--- src/rtl/decoder_seq.sv ---
// decoder_seq: registered N-to-2^N one-hot decoder with DIRECT (handshaked select) and SCAN (auto-step) modes.
// Latency: y/code/state/scan_wrap update one cycle after the deciding edge; sel_ready is combinational.
// Backpressure: sel_ready = en & ~mode, so a select is never stalled in DIRECT and is never taken in SCAN/OFF.
module decoder_seq #(
  parameter int SEL_W      = 2,
  parameter int DWELL      = 4,
  parameter int ACTIVE_LOW = 0
) (
  input  logic                  clk,
  input  logic                  rst,
  input  logic                  en,
  input  logic                  mode,
  input  logic                  sel_valid,
  output logic                  sel_ready,
  input  logic [SEL_W-1:0]      sel,
  output logic [2**SEL_W-1:0]   y,
  output logic [SEL_W-1:0]      code,
  output logic [1:0]            state,
  output logic                  scan_wrap
);

  localparam int N    = 2**SEL_W;
  // Dwell counter needs at least one bit even when DWELL=1.
  localparam int DW_W = (DWELL > 1) ? $clog2(DWELL) : 1;

  localparam logic [1:0] ST_OFF    = 2'd0;
  localparam logic [1:0] ST_DIRECT = 2'd1;
  localparam logic [1:0] ST_SCAN   = 2'd2;

  localparam logic [DW_W-1:0]  DWELL_LAST = DW_W'(DWELL - 1);
  localparam logic [SEL_W-1:0] CODE_MAX   = {SEL_W{1'b1}};
  localparam logic [N-1:0]     Y_INACTIVE = (ACTIVE_LOW != 0) ? {N{1'b1}} : {N{1'b0}};

  logic [DW_W-1:0]  dwell;
  logic [SEL_W-1:0] code_inc;

  // One-hot of c, inverted to one-cold when the outputs are active-low.
  function automatic logic [N-1:0] drive_y(input logic [SEL_W-1:0] c);
    logic [N-1:0] v;
    v    = '0;
    v[c] = 1'b1;
    return (ACTIVE_LOW != 0) ? ~v : v;
  endfunction

  // Selects are only accepted while enabled and in DIRECT mode; rises the same cycle mode falls.
  assign sel_ready = en & ~mode;

  // Next scan code wraps naturally from max to 0 by truncation.
  assign code_inc = code + SEL_W'(1);

  // Mode/enable priority: reset, then disable, then DIRECT decode, then SCAN stepping.
  always_ff @(posedge clk) begin
    if (rst) begin
      y         <= Y_INACTIVE;
      code      <= '0;
      state     <= ST_OFF;
      scan_wrap <= 1'b0;
      dwell     <= '0;
    end else if (!en) begin
      // Code is kept so re-enabling resumes on the last selected output.
      y         <= Y_INACTIVE;
      state     <= ST_OFF;
      scan_wrap <= 1'b0;
      dwell     <= '0;
    end else if (!mode) begin
      state     <= ST_DIRECT;
      scan_wrap <= 1'b0;
      dwell     <= '0;
      if (sel_valid) begin
        code <= sel;
        y    <= drive_y(sel);
      end else begin
        y    <= drive_y(code);
      end
    end else begin
      state <= ST_SCAN;
      if (dwell == DWELL_LAST) begin
        dwell     <= '0;
        code      <= code_inc;
        y         <= drive_y(code_inc);
        scan_wrap <= (code == CODE_MAX);
      end else begin
        dwell     <= dwell + DW_W'(1);
        y         <= drive_y(code);
        scan_wrap <= 1'b0;
      end
    end
  end

endmodule

--- config.mk ---
export PLATFORM = sky130hd
export DESIGN_NAME = decoder_seq
export DESIGN_NICKNAME = d
export VERILOG_FILES = /design/src/rtl/decoder_seq.sv
export SDC_FILE = /design/constraint.sdc
export NUM_CORES = 1
export LEC_CHECK = 0
export CAP_MARGIN = 20
export CORE_AREA = 8 8 45 47
export CTS_CLUSTER_DIAMETER = 200
export CTS_CLUSTER_SIZE = 8
export DETAILED_ROUTE_END_ITERATION = 16
export DIE_AREA = 0 0 53 55
export PLACE_DENSITY = 0.7
export RECOVER_POWER = 50
export SETUP_SLACK_MARGIN = 0.05
export SLEW_MARGIN = 20
export SYNTH_ARGS = -nofsm -noshare
export SYNTH_HDL_FRONTEND = slang
export SYNTH_SLANG_ARGS = --single-unit
--- constraint.sdc ---
create_clock -name clk -period 1.7 [get_ports clk]
set_clock_uncertainty 0.1 [all_clocks]
set_input_delay 0.34 -clock clk [delete_from_list [all_inputs] [get_ports clk]]
set_output_delay 0.34 -clock clk [all_outputs]
set_load 0.005 [all_outputs]
==> flow_summary.ini, run 1 <==
[logic_synthesis]
synth_async_sr_flop_share = 0
seq_area_frac_synth = 0.417
syn-num-nets = 63
synth_common_cells = 11 x dfxtp_1, 5 x ha_1, 4 x inv_1, 3 x nor3_1
synth_ff_type = dfxtp_1
synth_seq_cells = 11
synth_edf_count = 0
yosys_warnings = 0
syn_area_um2 = 528
synth_most_common_cell = dfxtp_1
syn_area_per_cell_um2 = 10.4
ys_types = 26
synth.area.top_cells = dfxtp_1 42%, ha_1 12%, a221o_1 3.8%
synthCells = 51
yosysTopAreaCellShare = 0.417
yosysTopAreaCell = dfxtp_1

[outcome]
status = completed

[placed_design]
place_congestion = 0.808
place_area_um2 = 764
hpwl_um = 1010
io_buffers = 16
placed_cells = 91

[critical_path]
crit_path_start = rst
worstSetupEndpointType = flip-flop
critPathMaxFanout = 5
ff2ff_setup_slack_ns = 0.19
crit_required_ns = 1.75
cp-start-kind = input pin
path_class = input pin to flip-flop
crit_arrival_ns = 1.66
r2r-start = dwell[0]

[floorplan]
die_w_um = 53
die_area_mm2 = 0.00292
core-area_mm2 = 0.00138
rows = 14
start_util = 0.382
die_h_um = 55
io_pins = 17

[cts]
cts_tree = yes
htreeDepth = 1
cts-root-buf = clkbuf_4
cts_max_path_buffers = 2
cts_hold_buf = 0
clk_latency_ns = 0.27
cts_buffers = 3
clk_pin_slew_worst_paths_ns = 0.07
cts.sink_count = 11

[sta]
setup_viol = 0
fin_setup_tns_ns = 0
drv_slew = 0
period_share = 0.943
post-route-min-period_ns = 1.60
max_slew_margin = 0.802
hold_violations = 0
fmax_mhz = 624
worst_pin_slew_ns = 0.292
rsz0062_at_grt = no

[min_path]
min_from = dwell[0]
min_path_type = flip-flop to flip-flop

[grt]
grt_usage = 0.0960
antenna_found_initial = 0
grt_max_degree = 7
grt_pass1_wl_um = 2020
grt_pass1_vias = 491
grt.overflow.total = 0

[route]
drc = 0
wl_um = 1210
drtIter0Drc = 9
final_antenna_net_count = 0
vias_per_cell = 5.05
drt_pass1_iterations = 4
routedWlPerCell_um = 12.7
vias = 480

[layout]
final_layout_size_suffix_gt1_frac = 0.253
design_area_um2 = 788
num_antenna_cells = 0
syn2layout_area_growth_pct = 49.3
fillers = 135
finalNetCount = 92
layout.cells.non_filler = 95

[power]
leakage_nw = 0.355
finalPower_mw = 0.532
power_density_mw_per_mm2 = 674
ir_worst_vdd_mv = 0.393

[run]
maxCapViolCount = 0
-- metal layers --
metal / part of all wire / GRT usage / wire, um
met1: 0.39 / 0.0876 / 473
met2: 0.52 / 0.170 / 631
met3: 0.046 / 0.0321 / 56
met4: 0.040 / 0.0819 / 48
met5: 0 / 0 / 0
-- repair_timing --
action                                  CTS  global route
gates resized for setup                   3             4
endpoints found under the setup margin    2             3
endpoints found under the hold margin     0             0
buffers inserted                          0             0
-- metrics by stage --
step	util	worst slack [ns]	hold slack [ns]
6_report	0.570	0.0970	0.334
3_3_place_gp	0.552	-0.232	0.313
5_1_grt	0.570	0.0482	0.360
4_1_cts	0.571	0.0704	0.336
3_5_place_dp	0.552	-0.244	0.325
2_1_floorplan	-	0.227	0.304
-- layout make-up --
| type | instances | area (um2) | area share |
|---|---|---|---|
| Multi-Input combinational cell | 35 | 280 | 0.356 |
| Sequential cell | 11 | 225 | 0.286 |
| Timing Repair Buffer | 25 | 221 | 0.281 |
| Clock buffer | 4 | 26.3 | 0.0333 |
| Tap cell | 16 | 20.0 | 0.0254 |
| Inverter | 4 | 15.0 | 0.0190 |
-- path summary, 6_finish.rpt --
| path | end | depth (start not counted) |
|---|---|---|
| worst min register to register | dwell[0] | 1 |
| worst max register to register | code[0] | 4 |
| worst max-delay path | y[0] | 4 |
| worst min-delay path | dwell[0] | 1 |
-- state kept, by name (all words and copies together), names as in the netlist --
register and flops:
dwell 2, state 2, scan_wrap 1, code 2, y 4
-- critical path, stage by stage --
cell	delay [ns]
dlygate4sd3_1	0.60
and4b_1	0.26
and2_1	0.18
a211o_1	0.28
-- cells in the final DEF, fill, tap and decap left out, types with 2 or more instances in the layout --
master,n
a21oi_1,2
nor3b_1,2
buf_4,8
clkdlybuf4s50_1,10
dfxtp_1,9
nor3_1,3
nor2_1,2
clkbuf_4,4
inv_1,4
ha_1,5
dlygate4sd3_1,4
a221o_1,2
nand2_1,2
o21ai_0,2
-- cells by family (layout without fill, tap and decap cells) --
kind of cell,Yosys count,in the layout,synth area share
AND/OR/NAND/NOR,19,19,0.246
flip-flops,11,11,0.417
AO/OA/AOI/OAI,9,9,0.123
adder cells (fa/ha/maj),5,5,0.118
buffers and inverters,5,33,0.0498
multiplexers,2,2,0.0450
-- power by group --
group | total, mW | switching [mW] | leakage (nW) | internal [mW]
clock network | 0.181 | 0.0905 | 0.0150 | 0.0907
logic | 0.0817 | 0.0320 | 0.249 | 0.0497
registers | 0.269 | 0.00441 | 0.0908 | 0.264
(Power assumes the default switching activity.)
==> inputs of run 2 (changes only) <==
--- a/config.mk
+++ b/config.mk
@@ -6,12 +6,12 @@
 export NUM_CORES = 1
 export LEC_CHECK = 0
 export CAP_MARGIN = 20
-export CORE_AREA = 8 8 45 47
+export CORE_MARGIN = 8
+export CORE_UTILIZATION = 38
 export CTS_CLUSTER_DIAMETER = 200
 export CTS_CLUSTER_SIZE = 8
 export DETAILED_ROUTE_END_ITERATION = 16
-export DIE_AREA = 0 0 53 55
-export PLACE_DENSITY = 0.7
+export PLACE_DENSITY = 0.71
 export RECOVER_POWER = 50
 export SETUP_SLACK_MARGIN = 0.05
 export SLEW_MARGIN = 20
==> constraint.sdc (replaced) <==
create_clock -name clk -period 1.34 [get_ports clk]
set_clock_uncertainty 0.1 [all_clocks]
set_input_delay 0.268 -clock clk [delete_from_list [all_inputs] [get_ports clk]]
set_output_delay 0.268 -clock clk [all_outputs]
set_load 0.005 [all_outputs]
==> flow_summary.ini, run 2 (synthesis results as in run 1) <==
[outcome]
status = complete, but fails checks
violations = setup timing

[power]
swShare = 0.246
clockPowerShare = 0.329
power_density_mw_per_mm2 = 747
internal-power_mw = 0.521
p_comb_frac = 0.180
power.net_switching_mw = 0.170
ir_worst_vdd_mv = 0.415
leakage_nw = 0.430
p_seq_frac = 0.491

[layout]
top_register = y
layout_commonest_cell = buf_4
final_core_util = 0.712
layout_common_cells = 13 x buf_4, 12 x dlygate4sd2_1, 7 x dfxtp_1, 5 x ha_4, 4 x clkbuf_4
syn2layout_area_growth_pct = 75.4
fillers = 104
final_layout_size_suffix_gt1_frac = 0.465
regArea_um2 = 228
finalNetCount = 99
layout.cells.non_filler = 101
num_antenna_cells = 0
multi_input_area_um2 = 367
largest_reg_flops = 4

[grt]
grt_max_degree = 7
grt_pass1_wl_um = 2260
grt_busiest_layer = met2
grt_pass1_vias = 543
grt.overflow.total = 0
use_met2 = 0.186
grt_usage = 0.109
grt_util_met1 = 0.116
grtUsageMet3 = 0.0252
antenna_found_initial = 0

[critical_path]
path_class = flip-flop to flip-flop
crit_arrival_ns = 1.48
cp-start-kind = flip-flop
critPathMaxFanout = 3
crit_required_ns = 1.44
ff2ff_setup_slack_ns = -0.03
worstSetupEndpointType = flip-flop

[route]
final_antenna_net_count = 0
drtIter0Drc = 2
vias_per_cell = 4.98
vias = 503
routedWlPerCell_um = 14.1
wl_um = 1430
drt_pass1_iterations = 5
drc = 0

[cts]
htreeDepth = 1
cts_buffers = 3
cts-root-buf = clkbuf_4
cts_hold_buf = 0
cts_tree = yes
clk_pin_slew_worst_paths_ns = 0.07
cts.sink_count = 11
cts_max_path_buffers = 2
clk_latency_ns = 0.27

[sta]
drv_slew = 0
fmax_mhz = 728
setup_viol = 2
period_share = 1.03
hold_violations = 0
rsz0062_at_grt = yes
post-route-min-period_ns = 1.37
setup_ws_ns = -0.0337
worst_hold_slack_ns = 0.297
fin_setup_tns_ns = -0.0542
worst_pin_slew_ns = 0.273
max_slew_margin = 0.816

[run]
maxCapViolCount = 0

[floorplan]
start_util = 0.406
die_h_um = 53.3
die_w_um = 53.3
rows = 13
core-area_mm2 = 0.00130
die_area_mm2 = 0.00284
io_pins = 17

[placed_design]
placed_cells = 92
place_congestion = 0.769
hpwl_um = 952
io_buffers = 16

[min_path]
min_path_type = input pin to flip-flop
==> run 2: cell count changes in the layout (fill, tap and decap cells not counted), sizes merged <==
cell	previous run	this run
buf	8	16
clkdlybuf4s50	10	2
dlygate4sd2	1	12
dlygate4sd3	4	0
==> run 2: worst paths after layout <==
| check | depth (start not counted) | endpoint | start |
|---|---|---|---|
| worst max-delay path | 6 | code[1] | code[1] |
| worst min-delay path | 4 | state[0] | en |
| worst max register to register | 6 | code[1] | code[1] |
| worst min register to register | 1 | dwell[0] | dwell[0] |
==> run 2: power by group through the flow <==
stage	clock network [mW]	registers, mW	logic (mW)
after global placement	0	0.348	0.112
after detailed placement	0	0.348	0.115
after global routing	0.248	0.341	0.137
final	0.227	0.340	0.125
after CTS	0.233	0.340	0.120
after floorplan	0	0.350	0.0427
==> run 2: timing repair <==
action | CTS | global route
pin swaps | 3 | 4
setup buffers | 3 | 2
gates resized for setup | 29 | 3
setup endpoints to repair | 16 | 7
==> run 2: layout make-up <==
type,count,share of cell area
multi-input cells,35,0.396
repair buffers,32,0.291
flip-flops and latches,11,0.246
clock buffers,4,0.0284
well taps,15,0.0203
inverters,4,0.0189
==> run 2: per-layer routing <==
layer  vias up  wire length (um)
li1        256                 -
met1       229               615
met2        14               721
met3         4                64
met4         0                27
met5         -                 0
==> run 2: metrics by stage <==
step | area, um2 | worst slack (ns) | total power, mW
2_1_floorplan | 563 | 0.0479 | 0.393
3_3_place_gp | 813 | -0.495 | 0.460
3_5_place_dp | 813 | -0.537 | 0.464
4_1_cts | 907 | -0.0590 | 0.693
5_1_grt | 926 | -0.0868 | 0.725
6_report | 926 | -0.0337 | 0.692
==> run 2: critical path, cell delays in order, from the launching register on <==
cell	delay (ns)
dfxtp_2	0.34
buf_6	0.11
inv_4	0.04
ha_4	0.24
mux2i_1	0.06
or3_4	0.32
a21oi_2	0.11
